$ cat src/rtl/gtp_drp_master_if.sv
// Command/response handshake bundle between fabric test logic and the DRP master.
// The master modport is the command issuer; the slave modport is the DRP master block.
interface gtp_drp_master_if #(
  parameter int ADDR_W = 9,
  parameter int DATA_W = 16
);
  logic              cmd_valid;
  logic              cmd_ready;
  logic [1:0]        cmd_op;
  logic [ADDR_W-1:0] cmd_addr;
  logic [DATA_W-1:0] cmd_wdata;
  logic [DATA_W-1:0] cmd_mask;
  logic              rsp_valid;
  logic              rsp_ready;
  logic [DATA_W-1:0] rsp_rdata;
  logic              rsp_timeout;

  modport master (
    output cmd_valid, cmd_op, cmd_addr, cmd_wdata, cmd_mask, rsp_ready,
    input  cmd_ready, rsp_valid, rsp_rdata, rsp_timeout
  );

  modport slave (
    input  cmd_valid, cmd_op, cmd_addr, cmd_wdata, cmd_mask, rsp_ready,
    output cmd_ready, rsp_valid, rsp_rdata, rsp_timeout
  );
endinterface

$ cat src/rtl/gtp_drp_master.sv
// DRP initiator for a GTPE2_CHANNEL: read, write and read-modify-write with an
// rdy timeout; one access outstanding, every output driven straight from a flop.
module gtp_drp_master #(
  parameter int ADDR_W         = 9,
  parameter int DATA_W         = 16,
  parameter int TIMEOUT_CYCLES = 64
) (
  input  logic              clk,
  input  logic              rst,
  gtp_drp_master_if.slave   bus,
  output logic              drp_en,
  output logic              drp_we,
  output logic [ADDR_W-1:0] drp_addr,
  output logic [DATA_W-1:0] drp_di,
  input  logic [DATA_W-1:0] drp_do,
  input  logic              drp_rdy
);

  typedef enum logic [2:0] {
    S_IDLE, S_RD_EN, S_RD_WAIT, S_WR_EN, S_WR_WAIT, S_RSP
  } state_t;

  localparam int CNT_W = 10;
  // Counter reads k-1 in wait cycle k, so the last permitted wait cycle sees TIMEOUT_CYCLES-1.
  localparam logic [CNT_W-1:0] CNT_LAST = CNT_W'(TIMEOUT_CYCLES - 1);

  state_t            state_q, state_d;
  logic              rmw_q, rmw_d;
  logic [DATA_W-1:0] wdata_q, wdata_d;
  logic [DATA_W-1:0] mask_q, mask_d;
  logic [CNT_W-1:0]  cnt_q, cnt_d;
  logic              drp_en_q, drp_en_d;
  logic              drp_we_q, drp_we_d;
  logic [ADDR_W-1:0] drp_addr_q, drp_addr_d;
  logic [DATA_W-1:0] drp_di_q, drp_di_d;
  logic              cmd_ready_q, cmd_ready_d;
  logic              rsp_valid_q, rsp_valid_d;
  logic [DATA_W-1:0] rsp_rdata_q, rsp_rdata_d;
  logic              rsp_timeout_q, rsp_timeout_d;

  always_ff @(posedge clk) begin
    if (rst) begin
      state_q       <= S_IDLE;
      rmw_q         <= 1'b0;
      wdata_q       <= '0;
      mask_q        <= '0;
      cnt_q         <= '0;
      drp_en_q      <= 1'b0;
      drp_we_q      <= 1'b0;
      drp_addr_q    <= '0;
      drp_di_q      <= '0;
      cmd_ready_q   <= 1'b1;
      rsp_valid_q   <= 1'b0;
      rsp_rdata_q   <= '0;
      rsp_timeout_q <= 1'b0;
    end else begin
      state_q       <= state_d;
      rmw_q         <= rmw_d;
      wdata_q       <= wdata_d;
      mask_q        <= mask_d;
      cnt_q         <= cnt_d;
      drp_en_q      <= drp_en_d;
      drp_we_q      <= drp_we_d;
      drp_addr_q    <= drp_addr_d;
      drp_di_q      <= drp_di_d;
      cmd_ready_q   <= cmd_ready_d;
      rsp_valid_q   <= rsp_valid_d;
      rsp_rdata_q   <= rsp_rdata_d;
      rsp_timeout_q <= rsp_timeout_d;
    end
  end

  always_comb begin
    state_d       = state_q;
    rmw_d         = rmw_q;
    wdata_d       = wdata_q;
    mask_d        = mask_q;
    cnt_d         = cnt_q;
    drp_en_d      = 1'b0;
    drp_we_d      = 1'b0;
    drp_addr_d    = drp_addr_q;
    drp_di_d      = drp_di_q;
    cmd_ready_d   = cmd_ready_q;
    rsp_valid_d   = rsp_valid_q;
    rsp_rdata_d   = rsp_rdata_q;
    rsp_timeout_d = rsp_timeout_q;

    case (state_q)
      S_IDLE: begin
        if (bus.cmd_valid) begin
          rmw_d         = (bus.cmd_op == 2'b10);
          wdata_d       = bus.cmd_wdata;
          mask_d        = bus.cmd_mask;
          drp_addr_d    = bus.cmd_addr;
          rsp_rdata_d   = '0;
          rsp_timeout_d = 1'b0;
          cmd_ready_d   = 1'b0;
          cnt_d         = '0;
          drp_en_d      = 1'b1;
          // Reserved op 11 falls through to the read path.
          if (bus.cmd_op == 2'b01) begin
            drp_we_d = 1'b1;
            drp_di_d = bus.cmd_wdata;
            state_d  = S_WR_EN;
          end else begin
            state_d  = S_RD_EN;
          end
        end
      end
      S_RD_EN: begin
        cnt_d   = '0;
        state_d = S_RD_WAIT;
      end
      S_RD_WAIT: begin
        cnt_d = cnt_q + CNT_W'(1);
        if (drp_rdy) begin
          rsp_rdata_d = drp_do;
          if (rmw_q) begin
            drp_di_d = (drp_do & ~mask_q) | (wdata_q & mask_q);
            drp_en_d = 1'b1;
            drp_we_d = 1'b1;
            cnt_d    = '0;
            state_d  = S_WR_EN;
          end else begin
            rsp_valid_d = 1'b1;
            state_d     = S_RSP;
          end
        end else if (cnt_q == CNT_LAST) begin
          rsp_rdata_d   = '0;
          rsp_timeout_d = 1'b1;
          rsp_valid_d   = 1'b1;
          state_d       = S_RSP;
        end
      end
      S_WR_EN: begin
        cnt_d   = '0;
        state_d = S_WR_WAIT;
      end
      S_WR_WAIT: begin
        cnt_d = cnt_q + CNT_W'(1);
        if (drp_rdy) begin
          rsp_valid_d = 1'b1;
          state_d     = S_RSP;
        end else if (cnt_q == CNT_LAST) begin
          rsp_timeout_d = 1'b1;
          rsp_valid_d   = 1'b1;
          state_d       = S_RSP;
        end
      end
      S_RSP: begin
        if (bus.rsp_ready) begin
          rsp_valid_d   = 1'b0;
          rsp_timeout_d = 1'b0;
          cmd_ready_d   = 1'b1;
          state_d       = S_IDLE;
        end
      end
      default: begin
        cmd_ready_d = 1'b1;
        state_d     = S_IDLE;
      end
    endcase
  end

  assign drp_en          = drp_en_q;
  assign drp_we          = drp_we_q;
  assign drp_addr        = drp_addr_q;
  assign drp_di          = drp_di_q;
  assign bus.cmd_ready   = cmd_ready_q;
  assign bus.rsp_valid   = rsp_valid_q;
  assign bus.rsp_rdata   = rsp_rdata_q;
  assign bus.rsp_timeout = rsp_timeout_q;

endmodule

$ cat src/flat_wrapper.sv
// flat-port wrapper written by rule: the top's interface ports become plain ports
module gtp_drp_master_flat 
#(
  parameter int ADDR_W         = 9,
  parameter int DATA_W         = 16,
  parameter int TIMEOUT_CYCLES = 64
)
  (clk, rst, drp_en, drp_we, drp_addr, drp_di, drp_do, drp_rdy, bus_cmd_valid, bus_cmd_op, bus_cmd_addr, bus_cmd_wdata, bus_cmd_mask, bus_rsp_ready, bus_cmd_ready, bus_rsp_valid, bus_rsp_rdata, bus_rsp_timeout);
  gtp_drp_master_if #(.ADDR_W(ADDR_W), .DATA_W(DATA_W)) bus_i ();
  input  logic clk;
  input  logic rst;
  output logic drp_en;
  output logic drp_we;
  output logic [ADDR_W-1:0] drp_addr;
  output logic [DATA_W-1:0] drp_di;
  input  logic [DATA_W-1:0] drp_do;
  input  logic drp_rdy;
  input wire logic [$bits(bus_i.cmd_valid)-1:0] bus_cmd_valid;
  input wire logic [$bits(bus_i.cmd_op)-1:0] bus_cmd_op;
  input wire logic [$bits(bus_i.cmd_addr)-1:0] bus_cmd_addr;
  input wire logic [$bits(bus_i.cmd_wdata)-1:0] bus_cmd_wdata;
  input wire logic [$bits(bus_i.cmd_mask)-1:0] bus_cmd_mask;
  input wire logic [$bits(bus_i.rsp_ready)-1:0] bus_rsp_ready;
  output wire logic [$bits(bus_i.cmd_ready)-1:0] bus_cmd_ready;
  output wire logic [$bits(bus_i.rsp_valid)-1:0] bus_rsp_valid;
  output wire logic [$bits(bus_i.rsp_rdata)-1:0] bus_rsp_rdata;
  output wire logic [$bits(bus_i.rsp_timeout)-1:0] bus_rsp_timeout;
  assign bus_i.cmd_valid = bus_cmd_valid;
  assign bus_i.cmd_op = bus_cmd_op;
  assign bus_i.cmd_addr = bus_cmd_addr;
  assign bus_i.cmd_wdata = bus_cmd_wdata;
  assign bus_i.cmd_mask = bus_cmd_mask;
  assign bus_i.rsp_ready = bus_rsp_ready;
  assign bus_cmd_ready = bus_i.cmd_ready;
  assign bus_rsp_valid = bus_i.rsp_valid;
  assign bus_rsp_rdata = bus_i.rsp_rdata;
  assign bus_rsp_timeout = bus_i.rsp_timeout;
  gtp_drp_master #(.ADDR_W(ADDR_W), .DATA_W(DATA_W), .TIMEOUT_CYCLES(TIMEOUT_CYCLES)) u_core (.clk(clk), .rst(rst), .bus(bus_i), .drp_en(drp_en), .drp_we(drp_we), .drp_addr(drp_addr), .drp_di(drp_di), .drp_do(drp_do), .drp_rdy(drp_rdy));
endmodule
$ cat config.mk
export PLATFORM = sky130hd
export DESIGN_NAME = gtp_drp_master_flat
export DESIGN_NICKNAME = d
export VERILOG_FILES = /design/src/rtl/gtp_drp_master_if.sv /design/src/rtl/gtp_drp_master.sv /design/src/flat_wrapper.sv
export SDC_FILE = /design/constraint.sdc
export NUM_CORES = 1
export LEC_CHECK = 0
export ABC_AREA = 1
export CAP_MARGIN = 25
export CORE_MARGIN = 3
export CORE_UTILIZATION = 47
export CTS_CLUSTER_SIZE = 25
export DETAILED_ROUTE_END_ITERATION = 16
export PLACE_DENSITY = 0.79
export SLEW_MARGIN = 10
export SYNTH_ARGS = -nofsm -noshare
export SYNTH_HDL_FRONTEND = slang
export SYNTH_SLANG_ARGS = --single-unit
$ cat constraint.sdc
create_clock -name clk -period 2.3 [get_ports clk]
set_input_delay 0.345 -clock clk [delete_from_list [all_inputs] [get_ports clk]]
set_output_delay 0.345 -clock clk [all_outputs]
set_load 0.01 [all_outputs]
# Word-level counts from Yosys, hierarchy flattened
# Cells that the tools add are included.
word_totals:
  ff_bits: 92
  latch_bits: 0
  mem_bits_rw: 0
  romBits: 0
  in_bits: 64
  out_inout_bits: 46
  elab_cells: 92
  memories: 0
op_classes:
  n_addsub: 1
  n_mul: 0
  div_mod_pow: 0
  order_cmp: 0
  n_eq_ne: 17
  shifts: 0
  n_mux: 40
  bitwise_logic: 5
  n_reduce_logical: 16
op_table:
  columns: ["cell", "count"]
  rows:
  - ["16-bit 2-to-1 mux", 7]
  - ["16-bit one-hot mux with 2 select lines", 2]
  - ["10-bit one-hot mux with 4 select lines", 1]
  - ["16-bit AND", 2]
  - ["10-bit 2-to-1 mux", 3]
  - ["3-bit 2-to-1 mux", 6]
  - ["3-bit one-hot mux with 6 select lines", 1]
  - ["16-bit inverter", 1]
  - ["16-bit OR", 1]
  - ["1-bit 2-to-1 mux", 14]
  - ["10-bit by 1-bit adder with 10-bit output, second input constant", 1]
  - ["10-bit by 6-bit == test with 1-bit output, second input constant", 1]
  - ["5-bit AND reduction", 2]
  - ["1-bit one-hot mux with 3 select lines", 3]
  - ["3-bit AND reduction", 3]
  - ["2-bit != test, second input constant", 4]
  - ["3-bit by 2-bit == test with 1-bit output, second input constant", 2]
  - ["3-bit == test, second input constant", 2]
  - ["2-bit by 1-bit != test with 1-bit output, second input constant", 3]
  - ["2-bit AND reduction", 3]
  - ["3-bit nonzero test", 2]
  - ["1-bit one-hot mux with 2 select lines", 2]
  - ["4-bit nonzero test", 1]
  - ["2-bit OR reduction", 2]
  - ["10 further kinds", 10]

# Depth between registers and ports, before layout
logic_depth:
  ltp_word: 6
  depth_mapped: 10
  ltp_nobuf: 10

# Least setup slack after synthesis
# Ideal clock, no wire load.
synth_timing:
  kind: "register to register"
  start: "reg u_core.cnt_q[0]"
  end: "reg u_core.rsp_rdata_q[1] (netlist: u_core.bus.rsp_rdata[1])"
  setup_ns: 0.132
  arrival_time_ns: 1.432
  t_required_ns: 2.168
  slack_ns: 0.736
  path_stages_with_launch: 10
  n_path_buf: 1
  synth_period_minus_slack_ns: 1.564
  path_cell_list: "dfxtp_1 ha_1 nand3_1 nor2_1 nand2_1 nand3_1 nand3_1 buf_4 nand2_1 a21oi_1"
synth_via:
  elab_chain_cells: 3
synth_rtl:
  columns: ["item", "line", "rtl"]
  rows:
  - ["start, declared", "gtp_drp_master.sv:31", "logic [CNT_W-1:0] cnt_q, cnt_d;"]
  - ["start signal, assigned", "gtp_drp_master.sv:61", "cnt_q <= cnt_d;"]
  - ["10-bit by 6-bit == test with 1-bit output", "gtp_drp_master.sv:128", "end else if (cnt_q == CNT_LAST) begin"]
  - ["3-bit by 2-bit != test with 1-bit output (no line)", null, null]
  - ["3-bit AND reduction (no line)", null, null]
  - ["end signal, assigned", "gtp_drp_master.sv:68", "rsp_rdata_q <= rsp_rdata_d;"]
  - ["end, declared", "gtp_drp_master.sv:38", "logic [DATA_W-1:0] rsp_rdata_q, rsp_rdata_d;"]
# Every way passes these cells.
# A chain may end at the register's enable or synchronous reset.

# Worst setup path in the final report
layout_timing:
  start: "reg u_core.state_q[1]"
  end: "reg u_core.mask_q[15]"
layout_via:
  elab_chain_cells: 2
layout_rtl:
  columns: ["item", "line", "rtl"]
  rows:
  - ["start, declared", "gtp_drp_master.sv:27", "state_t state_q, state_d;"]
  - ["start signal, assigned", "gtp_drp_master.sv:57", "state_q <= state_d;"]
  - ["3-bit zero test", "gtp_drp_master.sv:88", "case (state_q)"]
  - ["2-bit AND reduction (no line)", null, null]
  - ["end signal, assigned", "gtp_drp_master.sv:60", "mask_q <= mask_d;"]
  - ["end, declared", "gtp_drp_master.sv:30", "logic [DATA_W-1:0] mask_q, mask_d;"]
# Every way passes these cells.

==> parameters.txt <==
Parameter                              Value

Outcome
  Run status ... finished, final reports clean

Cells and area
  Synth-to-layout area growth ... 36.1%
  Ant. Diodes ... 0
  Final-stage net count ... 672
  Core Util, Final ... 66.6%
  Share of layout cells above drive strength 1 ... 8.82%
  Filler cell count ... 660

Synthesis
  Syn nets ... 566
  Area share of the largest cell type after synthesis ... 48.5%
  Post-synthesis instance area ... 3800 µm²
  Number of flops mapped to enable cells by yosys ... 0
  List of most frequent post-synthesis cells ... nand2_1 (102), nor2_1 (100), dfxtp_1 (92)
  Distinct cell type count of the synthesized netlist ... 32
  Area contributors post-synth ... dfxtp_1 (48%), nand2_1 (10%), nor2_1 (9.9%)
  Number of standard cells after synthesis ... 501
  Share of flip-flops with an asynchronous set or reset ... 0%
  Cell with the most instances after synthesis ... nand2_1
  Cell taking the most area after synthesis ... dfxtp_1
  Register bit count reported by yosys ... 92
  Mean instance size in the synthesized netlist ... 7.58 µm²
  Warnings from Yosys ... 0
  Prevailing post-synth register cell ... dfxtp_1
  Share of synthesized area occupied by flip-flops and latches ... 48.5%

Setup path
  Delay of the slowest critical-path stage ... 0.57 ns
  Cell at the slowest stage of the critical path ... inv_2
  Endpoint kind of the worst setup timing path ... register
  Kind of critical path ... register to register
  Origin of the critical flop-to-flop path ... u_core.state_q[1]
  Kind of start point of the critical path ... register
  Crit. Startpoint ... u_core.state_q[1]
  Maximum fanout along the worst path ... 45
  Cells along the critical path ... inv_2 -> nand2_1 -> nor2_2 -> inv_2 -> o21ai_0 -> a21oi_1
  WP data arrival ... 2.00 ns
  Cell mode on critical path ... inv_2
  Worst endpoint required time ... 2.58 ns

Power and ir drop
  Net Sw Frac ... 36.2%
  Net switching power ... 1.80 mW
  Clock network fraction of total power ... 22.1%
  Max VDD drop ... 0.000441 V
  Areal power density over the cells ... 959 nW/µm²
  Part of the power in registers ... 42.9%
  Proportion of power drawn by combinational gates ... 35.0%
  Internal power summed over all cells ... 3.16 mW
  Pleak ... 2.08 nW

Routing
  Routed wire length ... 10400 µm
  Count of vias placed by the detailed router ... 3706
  Number of search-and-repair iterations in the first detailed-routing pass ... 5
  Final ANT Viol Nets ... 0
  Final routed wire length divided by cell count ... 14.5 µm
  Per-cell via count in the routed design ... 5.19
  Number of DRC violations after detailed routing ... 0
  Initial drt markers ... 178

Global routing
  Total GRT Usage ... 23.0%
  Global-route wire length before repair ... 16700 µm
  Largest net degree at the start of global routing ... 46
  Initial antenna violation count ... 0
  Number of global-route vias before repair ... 3624
  Global-route congestion overflow total ... 0

STA
  Final worst path period need ... 1.72 ns
  Number of slew-limit violations in the final report ... 0
  Fmax achieved ... 0.580 GHz
  Period Utilization, post-route ... 74.9%
  Measured slew at the worst slew-check pin ... 0.798 ns
  Final hold vios ... 0
  Final Skew ... 0.0203 ns
  Sum of negative setup slack ... 0 ns
  Final setup vio count ... 0
  Rel. slew slack ... 46.7%
  RSZ-0062 raised after global routing ... false

Clock network
  Worst skew pair latency ... 0.36 ns
  Clock root buffer ... clkbuf_8
  CTS tree ... done
  Post-CTS clock slew at the launch and capture registers of the worst setup and hold paths ... 0.09 ns
  Number of cells upsized or downsized after cts ... 0
  Num Clock Sinks ... 92
  H-tree lvl count ... 3
  Hold-fix buffers at CTS ... 0
  Post-CTS setup-driven buffer insertion count ... 0
  Clock buffers created by TritonCTS ... 9
  Deepest clock path buffer count ... 2

Hold path
  Min-delay worst type ... register to register
  Hold_sp ... u_core.bus.rsp_valid

Placement
  Post-detail-place hpwl ... 7190 µm
  Count of input and output buffers ... 109
  Final weighted congestion of routability-driven global placement ... 0.854

Job
  Number of max-cap violations ... 0

Floorplanning
  Die Y ... 95.9 µm
  # IOs ... 110
  Die area ... 9200 µm²
  Placement Rows ... 32
  Initial standard-cell utilization of the core ... 48.9%
  Horizontal die dimension ... 95.9 µm
  Area of the core ... 7770 µm²
[layout by cell type, fill, tap and decap left out, types with 2 or more instances in the layout]
master           instances
inv_6                    2
nand3_2                  2
nand2_2                  2
a31oi_1                 16
nand3_1                 14
clkinvlp_4               2
nor2_1                 100
nand2_1                102
nand4_1                  4
o21ai_1                 20
buf_4                    9
o21ai_0                 43
mux2_2                  15
inv_1                   21
a21oi_1                 26
clkbuf_8                 9
inv_2                    4
nor3_1                   4
clkdlybuf4s50_1        109
dfxtp_1                 92
nand2_4                  3
[cell type report]
class | count | area (µm²) | share of cell area, %
tap | 102 | 128 | 2.47
sequential | 92 | 1840 | 35.6
clock inverter | 6 | 71.3 | 1.38
multi-input combinational | 361 | 1750 | 33.9
timing repair buffer | 118 | 1160 | 22.4
inverter | 25 | 93.8 | 1.81
clock buffer | 10 | 128 | 2.47
[logic make-up (layout without fill, tap and decap cells)]
family          count (synthesis)  after routing  share of synthesized area (%)
flops                          92             92                           48.5
xor+xnor                        1              1                          0.231
compound gates                108            108                           14.9
mux                            15             15                           4.45
buf+inv                        48            159                           5.43
fa+ha+maj                       1              1                          0.329
simple gates                  236            236                           26.1
[power by group through the flow]
stage	combinational (mW)	sequential [mW]	clock, mW
final	1.73	2.13	1.10
after global routing	1.93	2.17	1.17
after CTS	1.75	2.12	1.11
after detailed placement	1.74	2.15	0
after global placement	1.71	2.14	0
after floorplan	1.02	2.17	0
[worst max-delay path, delay by kind of cell (launching register included)]
family / cells / cell delay (ns)
flops: 1 / 0.49
compound gates: 2 / 0.28
simple gates: 2 / 0.18
buf+inv: 2 / 0.68
[sequential cells by signal, summed over array words and instances, names as in the netlist]
register	cells
u_core.cnt_q	10
u_core.rmw_q	1
u_core.bus.rsp_valid	1
u_core.bus.rsp_rdata	16
u_core.bus.cmd_ready	1
u_core.drp_addr	9
u_core.state_q	3
u_core.mask_q	16
u_core.drp_di	16
u_core.wdata_q	16
u_core.bus.rsp_timeout	1
u_core.drp_en	1
u_core.drp_we	1
[layer usage]
| layer | vias up | part of all wire, % | track usage, % |
|---|---|---|---|
| met4 | 0 | 3.2 | 10.2 |
| met1 | 1695 | 43 | 28.3 |
| met2 | 121 | 48 | 39.0 |
| met3 | 27 | 5.4 | 4.53 |
| li1 | 1863 | - | - |
| met5 | - | 0 | 0 |
[through the flow]
step                hold slack [ns]  cell area [µm²]  std cells  power (mW)  worst slack (ns)
finish                        0.455             5170        714        4.96             0.577
global route                  0.489             5170        714        5.27             0.414
CTS                           0.461             5170        714        4.98             0.571
detailed placement            0.448             4970        698        3.90             0.397
global placement              0.438             4970        698        3.85             0.396
floorplan                     0.414             3800        501        3.20             0.736
[final timing paths]
path              slack, ns                   end  depth (start not counted)
setup / recovery       0.58     u_core.mask_q[15]                          6
hold reg to reg        0.46  u_core.bus.rsp_valid                          2
hold / removal         0.46  u_core.bus.rsp_valid                          2
setup reg to reg       0.58     u_core.mask_q[15]                          6
No activity file was read; power rests on OpenSTA's default activity.
